==> src/rtl/mux41_arb_pkg.sv <==
// Shared constants and types for the 4-way round-robin mux arbiter.
// Pure declarations; no logic, no latency.
package mux41_arb_pkg;
    localparam int N_REQ = 4;
    localparam int SEL_W = 2;

    typedef enum logic {IDLE, GRANT} arb_state_t;

    function automatic logic [N_REQ-1:0] onehot(input logic [SEL_W-1:0] idx);
        logic [N_REQ-1:0] v;
        v      = '0;
        v[idx] = 1'b1;
        return v;
    endfunction
endpackage

==> src/rtl/mux41_rr_arbiter_if.sv <==
// Requester-side bundle of the arbiter: level requests and data lanes in, grant/select/data out.
// Requesters hold req high until done; the grant is the only backpressure.
interface mux41_rr_arbiter_if import mux41_arb_pkg::*; #(parameter int DATA_W = 1);
    logic [N_REQ-1:0]        req;
    logic [N_REQ*DATA_W-1:0] c;
    logic [N_REQ-1:0]        gnt;
    logic [SEL_W-1:0]        sel;
    logic [DATA_W-1:0]       z;
    logic                    z_valid;

    modport master (output req, c, input gnt, sel, z, z_valid);
    modport slave  (input req, c, output gnt, sel, z, z_valid);
endinterface

==> src/rtl/rr_pick4.sv <==
// Combinational round-robin pick: first set req bit at ptr, ptr+1, ... wrapping 3->0.
// Zero latency; found=0 when no request is set.
module rr_pick4 import mux41_arb_pkg::*; (
    input  logic [N_REQ-1:0] req,
    input  logic [SEL_W-1:0] ptr,
    output logic [SEL_W-1:0] idx,
    output logic             found
);
    logic [SEL_W-1:0] cand;

    // Scan farthest-first so the candidate nearest the pointer overwrites the rest.
    always_comb begin
        idx   = '0;
        found = 1'b0;
        cand  = '0;
        for (int k = N_REQ-1; k >= 0; k--) begin
            cand = ptr + SEL_W'(k);
            if (req[cand]) begin
                idx   = cand;
                found = 1'b1;
            end
        end
    end
endmodule

==> src/rtl/mux41_rr_arbiter.sv <==
// Round-robin owner of the 4:1 mux select; grant/sel 1 clk after req, z one clk behind grant.
// Tenure capped at MAX_HOLD cycles only while another requester waits; handoff has no bubble.
module mux41_rr_arbiter import mux41_arb_pkg::*; #(
    parameter int DATA_W   = 1,
    parameter int MAX_HOLD = 8
) (
    input  logic              clk,
    input  logic              rst_n,
    mux41_rr_arbiter_if.slave bus
);
    localparam int HC_W = $clog2(MAX_HOLD + 1);

    arb_state_t        state_q, state_d;
    logic [SEL_W-1:0]  rr_ptr_q, rr_ptr_d;
    logic [HC_W-1:0]   hold_cnt_q, hold_cnt_d;
    logic [N_REQ-1:0]  gnt_q, gnt_d;
    logic [SEL_W-1:0]  sel_q, sel_d;
    logic [DATA_W-1:0] z_q, z_d;
    logic              z_valid_q, z_valid_d;

    logic [DATA_W-1:0] lane_dat;
    logic              others_pend;
    logic              expired;
    logic              owner_rel;
    logic [SEL_W-1:0]  pick_ptr;
    logic [SEL_W-1:0]  pick_idx;
    logic              pick_found;

    assign lane_dat    = bus.c[int'(sel_q)*DATA_W +: DATA_W];
    assign others_pend = |(bus.req & ~onehot(sel_q));
    assign expired     = (hold_cnt_q == HC_W'(MAX_HOLD));
    assign owner_rel   = (state_q == GRANT) && (!bus.req[sel_q] || (expired && others_pend));
    // A releasing owner hands the search start to its successor in the same cycle.
    assign pick_ptr    = owner_rel ? sel_q + SEL_W'(1) : rr_ptr_q;

    rr_pick4 u_pick (
        .req   (bus.req),
        .ptr   (pick_ptr),
        .idx   (pick_idx),
        .found (pick_found)
    );

    always_comb begin
        state_d    = state_q;
        rr_ptr_d   = rr_ptr_q;
        hold_cnt_d = hold_cnt_q;
        gnt_d      = gnt_q;
        sel_d      = sel_q;
        z_d        = z_q;
        z_valid_d  = z_valid_q;
        case (state_q)
            IDLE: begin
                z_d       = '0;
                z_valid_d = 1'b0;
                gnt_d     = '0;
                sel_d     = '0;
                if (pick_found) begin
                    state_d    = GRANT;
                    gnt_d      = onehot(pick_idx);
                    sel_d      = pick_idx;
                    hold_cnt_d = HC_W'(1);
                end
            end
            GRANT: begin
                z_d       = lane_dat;
                z_valid_d = 1'b1;
                if (owner_rel) begin
                    rr_ptr_d = pick_ptr;
                    if (pick_found) begin
                        gnt_d      = onehot(pick_idx);
                        sel_d      = pick_idx;
                        hold_cnt_d = HC_W'(1);
                    end else begin
                        state_d   = IDLE;
                        gnt_d     = '0;
                        sel_d     = '0;
                        z_d       = '0;
                        z_valid_d = 1'b0;
                    end
                end else if (!expired) begin
                    hold_cnt_d = hold_cnt_q + HC_W'(1);
                end
            end
            default: state_d = IDLE;
        endcase
    end

    always_ff @(posedge clk or negedge rst_n) begin
        if (!rst_n) begin
            state_q    <= IDLE;
            rr_ptr_q   <= '0;
            hold_cnt_q <= '0;
            gnt_q      <= '0;
            sel_q      <= '0;
            z_q        <= '0;
            z_valid_q  <= 1'b0;
        end else begin
            state_q    <= state_d;
            rr_ptr_q   <= rr_ptr_d;
            hold_cnt_q <= hold_cnt_d;
            gnt_q      <= gnt_d;
            sel_q      <= sel_d;
            z_q        <= z_d;
            z_valid_q  <= z_valid_d;
        end
    end

    assign bus.gnt     = gnt_q;
    assign bus.sel     = sel_q;
    assign bus.z       = z_q;
    assign bus.z_valid = z_valid_q;
endmodule

==> src/flat_wrapper.sv <==
// flat-port wrapper written by rule: the top's interface ports become plain ports
module mux41_rr_arbiter_flat import mux41_arb_pkg::*;
#(
    parameter int DATA_W   = 1,
    parameter int MAX_HOLD = 8
)
  (clk, rst_n, bus_req, bus_c, bus_gnt, bus_sel, bus_z, bus_z_valid);
  mux41_rr_arbiter_if #(.DATA_W(DATA_W)) bus_i ();
  input  logic clk;
  input  logic rst_n;
  input wire logic [$bits(bus_i.req)-1:0] bus_req;
  input wire logic [$bits(bus_i.c)-1:0] bus_c;
  output wire logic [$bits(bus_i.gnt)-1:0] bus_gnt;
  output wire logic [$bits(bus_i.sel)-1:0] bus_sel;
  output wire logic [$bits(bus_i.z)-1:0] bus_z;
  output wire logic [$bits(bus_i.z_valid)-1:0] bus_z_valid;
  assign bus_i.req = bus_req;
  assign bus_i.c = bus_c;
  assign bus_gnt = bus_i.gnt;
  assign bus_sel = bus_i.sel;
  assign bus_z = bus_i.z;
  assign bus_z_valid = bus_i.z_valid;
  mux41_rr_arbiter #(.DATA_W(DATA_W), .MAX_HOLD(MAX_HOLD)) u_core (.clk(clk), .rst_n(rst_n), .bus(bus_i));
endmodule
==> config.mk <==
export PLATFORM = sky130hd
export DESIGN_NAME = mux41_rr_arbiter_flat
export DESIGN_NICKNAME = d
export VERILOG_FILES = /design/src/rtl/mux41_arb_pkg.sv /design/src/rtl/mux41_rr_arbiter_if.sv /design/src/rtl/rr_pick4.sv /design/src/rtl/mux41_rr_arbiter.sv /design/src/flat_wrapper.sv
export SDC_FILE = /design/constraint.sdc
export NUM_CORES = 1
export LEC_CHECK = 0
export ABC_AREA = 1
export ABC_CLOCK_PERIOD_IN_PS = 7430
export CAP_MARGIN = 20
export CORE_UTILIZATION = 28
export CTS_BUF_LIST = sky130_fd_sc_hd__clkbuf_8
export CTS_CLUSTER_SIZE = 28
export DETAILED_ROUTE_END_ITERATION = 16
export PLACE_DENSITY_LB_ADDON = 0.2
export SETUP_SLACK_MARGIN = 0.15
export SLEW_MARGIN = 20
export SYNTH_ARGS = -nofsm -noshare
export SYNTH_HDL_FRONTEND = slang
export SYNTH_HIERARCHICAL = 1
export SYNTH_SLANG_ARGS = --single-unit
==> constraint.sdc <==
create_clock -name clk -period 7.43 [get_ports clk]
set_clock_uncertainty 0.2 [all_clocks]
set_input_delay 2.229 -clock clk [delete_from_list [all_inputs] [get_ports clk]]
set_output_delay 2.229 -clock clk [all_outputs]
set_load 0.05 [all_outputs]
# [Yosys cells after proc, flatten, opt, wreduce, memory -nomap -nowiden]
# Index checks and enable logic that the tools add are counted.
# W data, S select, Z words.
[totals] register_bits=15 in_bits=10 out_inout_bits=8 wordCells=75
[classes] n_addsub=5 magnitude_cmp=8 eq_ne=3 shifts=1 muxes=40 bitwise_logic=3 n_reduce_logical=8
[ops] operator="$mux W4" count=5
[ops] operator="$lt A2 B3 Y1 const B" count=6
[ops] operator="$pmux W4 S2" count=2
[ops] operator="$mux W1" count=15
[ops] operator="$mux W2" count=7
[ops] operator="$bmux W1 S2" count=5
[ops] operator="$pmux W1 S2" count=3
[ops] operator="$add A2 B1 Y2 const B" count=2
[ops] operator="$add A2 B2 Y2 const B" count=2
[ops] operator="$add A4 B1 Y4 const B" count=1
[ops] operator="$and A4 B4 Y4" count=1
[ops] operator="$demux W1 S2" count=2
[ops] operator="$eq A4 B4 Y1 const B" count=1
[ops] operator="$ge A2 B1 Y1 const B" count=2
[ops] operator="$logic_and A1 B1 Y1" count=4
[ops] operator="$not A4 Y4" count=1
[ops] operator="$pmux W2 S2" count=1
[ops] operator="$reduce_or A4 Y1" count=1
[ops] operator="$shiftx A4 B3 Y1" count=1
[ops] operator="$ne A3 B3 Y1 const B" count=1
[ops] operator="$ne A2 B2 Y1 const B" count=1
[ops] operator="$reduce_and A2 Y1" count=1
[ops] operator="$logic_not A1 Y1" count=1
[ops] operator="$logic_or A1 B1 Y1" count=1
[ops] operator="$not A1 Y1" count=1

# [Longest topological paths before layout]
# Gate-level depths: netlist (run 1).
[depth] word_depth=25 mapped_depth=24

# [By module]
# Netlist (run 1), hierarchy kept.
[modules_own_cells] module="mux41_rr_arbiter" n_inst=1 cells_per_inst=105 area_per_inst_um2=863.3 seq_area_each_um2=375.4
[modules_own_cells] module="rr_pick4" n_inst=1 cells_per_inst=44 area_per_inst_um2=215.2 seq_area_each_um2=0.0

# [Worst setup path after synthesis (run 1)]
# OpenSTA, ideal clock, no wires.
[synth_timing] path_kind="input -> register" startpoint="input port bus_req[0]" endpoint="register u_core.z_q, in the netlist u_core/bus.z" setup_ns=0.119 t_arrival_ns=3.858 required_time_ns=7.111 slack_ns=3.253 stages=14 path_cell_list="or2_0 > nand3_2 > nand2_4 > nand2_2 > nand2_1 > o21ai_0 > buf_6 > nand2_1 > and2_4 > inv_1 > nand3_1 > inv_1 > a21oi_1 > and2_1"
[synth_via] elab_chain_len=16
[synth_rtl] element="start, declared" line="flat_wrapper.sv:11" source="input wire logic [$bits(bus_i.req)-1:0] bus_req;"
[synth_rtl] element="$bmux W1 S2 or $and A4 B4 Y4 (tied branches)" line="mux41_rr_arbiter.sv:32, mux41_rr_arbiter.sv:30"
[synth_rtl] element="$mux W1 (implied by the code) or $reduce_or A4 Y1 (tied branches)" line="mux41_rr_arbiter.sv:32, mux41_rr_arbiter.sv:30"
[synth_rtl] element="$logic_not A1 Y1 or $logic_and A1 B1 Y1 (tied branches)" line="mux41_rr_arbiter.sv:32" source="assign owner_rel = (state_q == GRANT) && (!bus.req[sel_q] || (expired && others_pend));"
[synth_rtl] element="$logic_or A1 B1 Y1 *" line="mux41_rr_arbiter.sv:32"
[synth_rtl] element="$logic_and A1 B1 Y1 *" line="mux41_rr_arbiter.sv:32"
[synth_rtl] element="$mux W2 *" line="mux41_rr_arbiter.sv:34" source="assign pick_ptr = owner_rel ? sel_q + SEL_W'(1) : rr_ptr_q;"
[synth_rtl] element="net u_core.pick_ptr[0]" line="mux41_rr_arbiter.sv:25" source="logic [SEL_W-1:0] pick_ptr;"
[synth_rtl] element="$add A2 B2 Y2" line="rr_pick4.sv:17" source="cand = ptr + SEL_W'(k);"
[synth_rtl] element="$bmux W1 S2" line="rr_pick4.sv:18" source="if (req[cand]) begin"
[synth_rtl] element="$mux W1 (implied by the code)" line="rr_pick4.sv:18"
[synth_rtl] element="$mux W1 (3 in series)" line="rr_pick4.sv:18"
[synth_rtl] element="$mux W1 *" line="rr_pick4.sv:18"
[synth_rtl] element="net u_core.pick_found" line="mux41_rr_arbiter.sv:27" source="logic pick_found;"
[synth_rtl] element="$mux W1 *" line="mux41_rr_arbiter.sv:69" source="if (pick_found) begin"
[synth_rtl] element="$mux W1 *" line="mux41_rr_arbiter.sv:67" source="if (owner_rel) begin"
[synth_rtl] element="$pmux W1 S2 *" line="mux41_rr_arbiter.sv:51" source="case (state_q)"
[synth_rtl] element="net u_core.z_d" line="mux41_rr_arbiter.sv:18" source="logic [DATA_W-1:0] z_q, z_d;"
[synth_rtl] element="end signal, assigned" line="mux41_rr_arbiter.sv:103" source="z_q <= z_d;"
[synth_rtl] element="end, declared" line="mux41_rr_arbiter.sv:18"
# The timed path passes the listed nets; every way through them passes the cells marked *. The select of a mux whose other input is x is not followed.
# A chain may end at the register's enable or synchronous reset.

# [Final worst setup path (run 1)]
# Same ends and word-level chain as after synthesis.

==> run_summary.xml, run 1 <==
<?xml version="1.0" encoding="UTF-8"?>
<metrics>
  <group name="outcome">
    <metric name="status" unit="">complete, no violations</metric>
  </group>
  <group name="logic_synthesis">
    <metric name="synth_enable_flop_cells" unit="">0</metric>
    <metric name="synth_sequential_area_ratio" unit="%">34.8</metric>
    <metric name="synth_cells" unit="">149</metric>
    <metric name="ys.flop_type" unit="">sky130_fd_sc_hd__dfrtp_1</metric>
    <metric name="synthesis.area_per_instance" unit="sq um">7.24</metric>
    <metric name="mappedNetlistNets" unit="">165</metric>
    <metric name="synth-warning-count" unit="">6</metric>
    <metric name="netlist.area_leader.share" unit="%">34.8</metric>
    <metric name="ys_top_cells_by_area" unit="">sky130_fd_sc_hd__dfrtp_1 35%, sky130_fd_sc_hd__nand2_1 14%, sky130_fd_sc_hd__nand3_1 7.4%</metric>
    <metric name="asyncSetResetFlopFracSynth" unit="%">100</metric>
    <metric name="synthesis.area" unit="sq um">1080</metric>
    <metric name="post_synth_num_cell_types" unit="">23</metric>
    <metric name="postSynthRegisterBits" unit="">15</metric>
    <metric name="synth_area_leader_cell" unit="">sky130_fd_sc_hd__dfrtp_1</metric>
  </group>
  <group name="timing">
    <metric name="setup_viol" unit="">0</metric>
    <metric name="fmaxAchievable" unit="MHz">199</metric>
    <metric name="unrepaired_setup_endpoints_after_global_routing" unit="">false</metric>
    <metric name="timing_max_transition_violations_final" unit="">0</metric>
    <metric name="hold_violations" unit="">0</metric>
    <metric name="min_period" unit="ns">5.02</metric>
    <metric name="worst-slew-pin-transition" unit="ns">0.657</metric>
    <metric name="relSlewSlack" unit="%">56.0</metric>
    <metric name="tns" unit="ns">0</metric>
    <metric name="finalWorstSetupSlack" unit="ns">2.41</metric>
    <metric name="timing.final.crit_share" unit="%">67.5</metric>
  </group>
  <group name="grt">
    <metric name="grt_antenna_before_repair" unit="">0</metric>
    <metric name="number_of_global_route_vias_before_repair" unit="">1029</metric>
    <metric name="grt_max_degree" unit="">16</metric>
    <metric name="globalRoute.totalOverflow" unit="">0</metric>
    <metric name="grt_first_pass_wirelength" unit="microns">4320</metric>
    <metric name="grt_usage" unit="%">13.7</metric>
  </group>
  <group name="clocking">
    <metric name="clk_pin_slew" unit="ns">0.06</metric>
    <metric name="tritoncts.num_buffers" unit="">3</metric>
    <metric name="cts_root_buf" unit="">sky130_fd_sc_hd__clkbuf_8</metric>
    <metric name="tritoncts_num_sinks" unit="">15</metric>
    <metric name="cts_setup_buffers" unit="">0</metric>
    <metric name="clock_latency" unit="ns">0.25</metric>
    <metric name="clk_path_buf_depth" unit="">2</metric>
    <metric name="cts_tree" unit="">built</metric>
    <metric name="cts_hold_buffers" unit="">0</metric>
    <metric name="ctsResizeCount" unit="">0</metric>
    <metric name="ctsHtreeMaxLevel" unit="">1</metric>
  </group>
  <group name="critical_path">
    <metric name="worst-r2r-cell-count" unit="">17</metric>
    <metric name="critPathCaptureType" unit="">register</metric>
    <metric name="cp_data_required_time" unit="ns">7.37</metric>
    <metric name="r2r_start" unit="">u_core/bus.sel[0]$_DFFE_PN0P_</metric>
    <metric name="cp-start-kind" unit="">input port</metric>
    <metric name="worst-endpoint-arrival" unit="ns">4.96</metric>
    <metric name="r2r_slack" unit="ns">3.90</metric>
    <metric name="cp_max_fo" unit="">7</metric>
    <metric name="timing.critical_path.from" unit="">bus_req[0]</metric>
    <metric name="reg2reg_to" unit="">u_core/bus.z$_DFF_PN0_</metric>
    <metric name="critPathKind" unit="">input port to register</metric>
    <metric name="crit_path_end" unit="">u_core/bus.z$_DFF_PN0_</metric>
  </group>
  <group name="routing">
    <metric name="highest-signal-layer" unit="">met4</metric>
    <metric name="detail-route-antenna-nets" unit="">0</metric>
    <metric name="drt_met1_wl" unit="microns">1110</metric>
    <metric name="met3_length" unit="microns">104</metric>
    <metric name="detail_route.wl_per_cell" unit="microns">11.1</metric>
    <metric name="num_vias" unit="">1000</metric>
    <metric name="drt_drc_violations_left" unit="">0</metric>
    <metric name="first_iteration_detailed_routing_drc_count" unit="">18</metric>
    <metric name="via_per_inst" unit="">4.61</metric>
    <metric name="first_pass_iters" unit="">4</metric>
    <metric name="routed_wl" unit="microns">2420</metric>
    <metric name="routed-wl-met2" unit="microns">1170</metric>
  </group>
  <group name="hold_path">
    <metric name="holdCritPathClass" unit="">register to register</metric>
  </group>
  <group name="finish">
    <metric name="finish.cell_count_without_fillers" unit="">217</metric>
    <metric name="n_antenna_cell" unit="">0</metric>
    <metric name="layout.cells.most_common_list" unit="">41 x sky130_fd_sc_hd__nand2_1, 19 x sky130_fd_sc_hd__inv_1, 17 x sky130_fd_sc_hd__clkdlybuf4s50_1</metric>
    <metric name="area_growth_syn_to_layout" unit="%">24.0</metric>
    <metric name="drive_above_1_share" unit="%">14.8</metric>
    <metric name="most_common_cell_after_layout_fill_and_taps_aside" unit="">sky130_fd_sc_hd__nand2_1</metric>
    <metric name="post_layout_util" unit="%">36.3</metric>
    <metric name="nets_final" unit="">186</metric>
  </group>
  <group name="floorplanning">
    <metric name="coreArea" unit="sq um">3690</metric>
    <metric name="floorplan.die.height" unit="microns">64.1</metric>
    <metric name="die_x" unit="microns">64.1</metric>
    <metric name="die_outline_area" unit="sq um">4100</metric>
    <metric name="row_count" unit="">22</metric>
    <metric name="io_pins" unit="">18</metric>
    <metric name="start_util" unit="%">29.2</metric>
  </group>
  <group name="place">
    <metric name="place_worst_setup_slack" unit="ns">2.14</metric>
    <metric name="io_buffers" unit="">17</metric>
    <metric name="post-dp-hpwl" unit="microns">1910</metric>
    <metric name="finalWeightedCongestion" unit="">0.785</metric>
    <metric name="placed_cells_incl_taps" unit="">213</metric>
  </group>
  <group name="job">
    <metric name="number_of_max_cap_violations" unit="">0</metric>
  </group>
</metrics>
## state kept, by name (all words and copies together), names as in the netlist
| name | flops |
|---|---|
| u_core/bus.sel | 2 |
| u_core/state_q | 1 |
| u_core/bus.z_valid | 1 |
| u_core/bus.z | 1 |
| u_core/rr_ptr_q | 2 |
| u_core/bus.gnt | 4 |
| u_core/hold_cnt_q | 4 |
## per-layer routing
metal  track usage (%)  vias to the layer above
met4              4.55                        0
met1              15.8                      462
met5                 0                        -
met2              23.5                       23
met3              4.64                        4
li1                  -                      511
## cells in the mapped netlist (3+ instances only)
| cell type | instances |
|---|---|
| sky130_fd_sc_hd__nand2_1 | 41 |
| sky130_fd_sc_hd__inv_1 | 19 |
| sky130_fd_sc_hd__nand3_1 | 16 |
| sky130_fd_sc_hd__dfrtp_1 | 15 |
| sky130_fd_sc_hd__nor2_1 | 8 |
| sky130_fd_sc_hd__nand2_2 | 7 |
| sky130_fd_sc_hd__ha_1 | 6 |
| sky130_fd_sc_hd__o21ai_0 | 6 |
| sky130_fd_sc_hd__inv_2 | 5 |
| sky130_fd_sc_hd__o21ai_1 | 5 |
| sky130_fd_sc_hd__o22ai_1 | 3 |
## metrics by stage
step,instance area [sq um],hold slack (ns)
floorplan,1080,0.237
global placement,1290,0.256
detailed placement,1290,0.257
CTS,1340,0.271
global route,1340,0.283
finish,1340,0.263
## critical path, stage by stage
cell                              delay (ns)
sky130_fd_sc_hd__clkdlybuf4s50_1        0.47
sky130_fd_sc_hd__or2_0                  0.26
sky130_fd_sc_hd__nand3_2                0.08
sky130_fd_sc_hd__nand2_4                0.07
sky130_fd_sc_hd__nand2_2                0.09
sky130_fd_sc_hd__nand2_1                0.09
sky130_fd_sc_hd__o21ai_0                0.50
sky130_fd_sc_hd__buf_2                  0.28
sky130_fd_sc_hd__nand2_1                0.08
sky130_fd_sc_hd__and2_4                 0.16
sky130_fd_sc_hd__inv_1                  0.06
sky130_fd_sc_hd__nand3_1                0.16
sky130_fd_sc_hd__inv_1                  0.17
sky130_fd_sc_hd__a21oi_1                0.10
sky130_fd_sc_hd__and2_1                 0.14
## worst min-delay path by stage
stage / from / end / cells after the start
floorplan: u_core/rr_ptr_q[1]$_DFFE_PN0P_ / u_core/rr_ptr_q[1]$_DFFE_PN0P_ / 2
global placement: u_core/rr_ptr_q[1]$_DFFE_PN0P_ / u_core/rr_ptr_q[1]$_DFFE_PN0P_ / 2
detailed placement: u_core/rr_ptr_q[1]$_DFFE_PN0P_ / u_core/rr_ptr_q[1]$_DFFE_PN0P_ / 2
CTS: u_core/rr_ptr_q[1]$_DFFE_PN0P_ / u_core/rr_ptr_q[1]$_DFFE_PN0P_ / 2
global route: u_core/rr_ptr_q[1]$_DFFE_PN0P_ / u_core/rr_ptr_q[1]$_DFFE_PN0P_ / 2
finish: u_core/rr_ptr_q[1]$_DFFE_PN0P_ / u_core/rr_ptr_q[1]$_DFFE_PN0P_ / 2
## cell type report
| class | instances | area, sq um |
|---|---|---|
| timing repair buffer | 18 | 175 |
| fill | 406 | 2350 |
| clock inverter | 1 | 5.00 |
| tap | 48 | 60.1 |
| inverter | 25 | 96.3 |
| multi-input combinational | 107 | 584 |
| sequential | 15 | 375 |
| clock buffer | 3 | 41.3 |
## kinds of logic after synthesis
kind of cell / Yosys count / share of synthesized area [%]
flops: 15 / 34.8
simple gates: 81 / 36.2
fa+ha+maj: 6 / 6.96
buf+inv: 27 / 11.0
xor+xnor: 2 / 1.62
compound gates: 18 / 9.40
Power of run 1 is left out: the tool's default activity adds up to more than one toggle a clock period on the data nets, which glitch-free logic cannot reach.
==> inputs of run 2 (changes only) <==
--- a/config.mk
+++ b/config.mk
@@ -6,7 +6,7 @@
 export NUM_CORES = 1
 export LEC_CHECK = 0
 export ABC_AREA = 1
-export ABC_CLOCK_PERIOD_IN_PS = 7430
+export ABC_CLOCK_PERIOD_IN_PS = 4500
 export CAP_MARGIN = 20
 export CORE_UTILIZATION = 28
 export CTS_BUF_LIST = sky130_fd_sc_hd__clkbuf_8
==> constraint.sdc (replaced) <==
create_clock -name clk -period 4.5 [get_ports clk]
set_clock_uncertainty 0.2 [all_clocks]
set_input_delay 1.35 -clock clk [delete_from_list [all_inputs] [get_ports clk]]
set_output_delay 1.35 -clock clk [all_outputs]
set_load 0.05 [all_outputs]
==> run_summary.xml, run 2 (same netlist as run 1, synthesis figures left out) <==
<?xml version="1.0" encoding="UTF-8"?>
<metrics>
  <group name="grt">
    <metric name="grt_antenna_before_repair" unit="">0</metric>
    <metric name="number_of_global_route_vias_before_repair" unit="">925</metric>
    <metric name="grt_usage" unit="%">12.6</metric>
    <metric name="globalRoute.totalOverflow" unit="">0</metric>
    <metric name="grt_max_degree" unit="">16</metric>
    <metric name="grt_first_pass_wirelength" unit="microns">3980</metric>
  </group>
  <group name="finish">
    <metric name="nets_final" unit="">186</metric>
    <metric name="most_common_cell_after_layout_fill_and_taps_aside" unit="">sky130_fd_sc_hd__nand2_1</metric>
    <metric name="n_fill_cell" unit="">398</metric>
    <metric name="n_antenna_cell" unit="">0</metric>
    <metric name="area_growth_syn_to_layout" unit="%">24.2</metric>
    <metric name="drive_above_1_share" unit="%">14.8</metric>
    <metric name="layout.cells.most_common_list" unit="">41 x sky130_fd_sc_hd__nand2_1, 19 x sky130_fd_sc_hd__inv_1, 17 x sky130_fd_sc_hd__clkdlybuf4s50_1</metric>
  </group>
  <group name="routing">
    <metric name="drt_drc_violations_left" unit="">0</metric>
    <metric name="first_pass_iters" unit="">6</metric>
    <metric name="routed_wl" unit="microns">2380</metric>
    <metric name="num_vias" unit="">963</metric>
    <metric name="detail-route-antenna-nets" unit="">0</metric>
    <metric name="via_per_inst" unit="">4.44</metric>
    <metric name="detail_route.wl_per_cell" unit="microns">11.0</metric>
    <metric name="first_iteration_detailed_routing_drc_count" unit="">14</metric>
  </group>
  <group name="place">
    <metric name="finalWeightedCongestion" unit="">0.790</metric>
    <metric name="io_buffers" unit="">17</metric>
    <metric name="post-dp-hpwl" unit="microns">1860</metric>
  </group>
  <group name="critical_path">
    <metric name="cp_data_required_time" unit="ns">4.44</metric>
    <metric name="cp_max_fo" unit="">10</metric>
    <metric name="r2r_slack" unit="ns">1.34</metric>
    <metric name="cp-start-kind" unit="">input port</metric>
    <metric name="critPathKind" unit="">input port to register</metric>
    <metric name="r2r_start" unit="">u_core/bus.sel[0]$_DFFE_PN0P_</metric>
    <metric name="worst-r2r-cell-count" unit="">18</metric>
    <metric name="critPathCaptureType" unit="">register</metric>
    <metric name="worst-endpoint-arrival" unit="ns">3.70</metric>
    <metric name="reg2reg_to" unit="">u_core/bus.z$_DFF_PN0_</metric>
  </group>
  <group name="hold_path">
    <metric name="worst_hold_path.endpoint" unit="">u_core/rr_ptr_q[1]$_DFFE_PN0P_</metric>
    <metric name="holdCritPathClass" unit="">register to register</metric>
    <metric name="hold_start" unit="">u_core/rr_ptr_q[1]$_DFFE_PN0P_</metric>
    <metric name="min_path_cells" unit="">2</metric>
  </group>
  <group name="floorplanning">
    <metric name="io_pins" unit="">18</metric>
    <metric name="start_util" unit="%">29.2</metric>
    <metric name="row_count" unit="">22</metric>
    <metric name="coreArea" unit="sq um">3690</metric>
    <metric name="die_x" unit="microns">64.1</metric>
    <metric name="floorplan.die.height" unit="microns">64.1</metric>
    <metric name="die_outline_area" unit="sq um">4100</metric>
  </group>
  <group name="outcome">
    <metric name="status" unit="">complete, no violations</metric>
  </group>
  <group name="timing">
    <metric name="timing_max_transition_violations_final" unit="">0</metric>
    <metric name="setup_viol" unit="">0</metric>
    <metric name="unrepaired_setup_endpoints_after_global_routing" unit="">false</metric>
    <metric name="worst-slew-pin-transition" unit="ns">0.677</metric>
    <metric name="timing.final.crit_share" unit="%">83.7</metric>
    <metric name="fmaxAchievable" unit="MHz">265</metric>
    <metric name="hold_violations" unit="">0</metric>
    <metric name="relSlewSlack" unit="%">54.8</metric>
    <metric name="tns" unit="ns">0</metric>
    <metric name="min_period" unit="ns">3.77</metric>
  </group>
  <group name="clocking">
    <metric name="cts_hold_buffers" unit="">0</metric>
    <metric name="clock_latency" unit="ns">0.25</metric>
    <metric name="cts_root_buf" unit="">sky130_fd_sc_hd__clkbuf_8</metric>
    <metric name="clk_path_buf_depth" unit="">2</metric>
    <metric name="ctsResizeCount" unit="">0</metric>
    <metric name="cts_setup_buffers" unit="">0</metric>
    <metric name="cts_tree" unit="">built</metric>
    <metric name="tritoncts_num_sinks" unit="">15</metric>
    <metric name="clk_pin_slew" unit="ns">0.06</metric>
    <metric name="tritoncts.num_buffers" unit="">3</metric>
    <metric name="ctsHtreeMaxLevel" unit="">1</metric>
  </group>
  <group name="job">
    <metric name="number_of_max_cap_violations" unit="">0</metric>
  </group>
</metrics>
run 2: cell counts in the layout (fill, tap and decap cells not counted):
Identical to the previous run, type by type.
run 2: worst max path at each step:
stage | depth (start not counted) | end | from
3_3_place_gp | 16 | u_core/bus.z$_DFF_PN0_ | bus_req[0]
6_report | 16 | u_core/bus.z$_DFF_PN0_ | bus_req[0]
3_5_place_dp | 16 | u_core/bus.z$_DFF_PN0_ | bus_req[0]
5_1_grt | 16 | u_core/bus.z$_DFF_PN0_ | bus_req[0]
2_1_floorplan | 14 | u_core/bus.z$_DFF_PN0_ | bus_req[0]
4_1_cts | 16 | u_core/bus.z$_DFF_PN0_ | bus_req[0]
run 2: metrics by stage:
| stage | cell area, sq um | setup slack (ns) | instances | util [%] | hold WS (ns) |
|---|---|---|---|---|---|
| after global placement | 1290 | 0.571 | 213 | 35.1 | 0.274 |
| after detailed placement | 1290 | 0.484 | 213 | 35.1 | 0.269 |
| final | 1340 | 0.733 | 217 | 36.3 | 0.285 |
| after floorplan | 1080 | 1.20 | 149 | - | 0.237 |
| after CTS | 1340 | 0.734 | 217 | 36.3 | 0.283 |
| after global routing | 1340 | 0.489 | 217 | 36.3 | 0.302 |
run 2: area by class of cell:
type	count	area [sq um]	area share, %
clock buffer	3	41.3	3.08
clock inverter	1	5.00	0.373
inverter	25	96.3	7.19
multi-input combinational	107	584	43.6
sequential	15	375	28.0
tap	48	60.1	4.48
timing repair buffer	18	178	13.3
run 2: worst max-delay path, cell delays in order:
cell	delay (ns)
sky130_fd_sc_hd__clkdlybuf4s50_1	0.46
sky130_fd_sc_hd__nand2_1	0.09
sky130_fd_sc_hd__nand2_1	0.06
sky130_fd_sc_hd__o21ai_2	0.25
sky130_fd_sc_hd__nand2_2	0.10
sky130_fd_sc_hd__nand2_1	0.12
sky130_fd_sc_hd__nand2_1	0.07
sky130_fd_sc_hd__o21ai_0	0.08
sky130_fd_sc_hd__buf_4	0.21
sky130_fd_sc_hd__nand2_1	0.09
sky130_fd_sc_hd__and2_4	0.17
sky130_fd_sc_hd__inv_1	0.07
sky130_fd_sc_hd__nand3_1	0.16
sky130_fd_sc_hd__inv_1	0.18
sky130_fd_sc_hd__a21oi_1	0.10
sky130_fd_sc_hd__and2_1	0.14
run 2: metal layers:
layer  part of all wire (%)  vias up  track usage (%)
met4                   0.29        0             3.41
met5                      0        -                0
li1                       -      512                -
met2                     48       18             21.4
met3                    2.9        2             3.75
met1                     49      431             15.4
Power of run 2 is left out for the same reason.
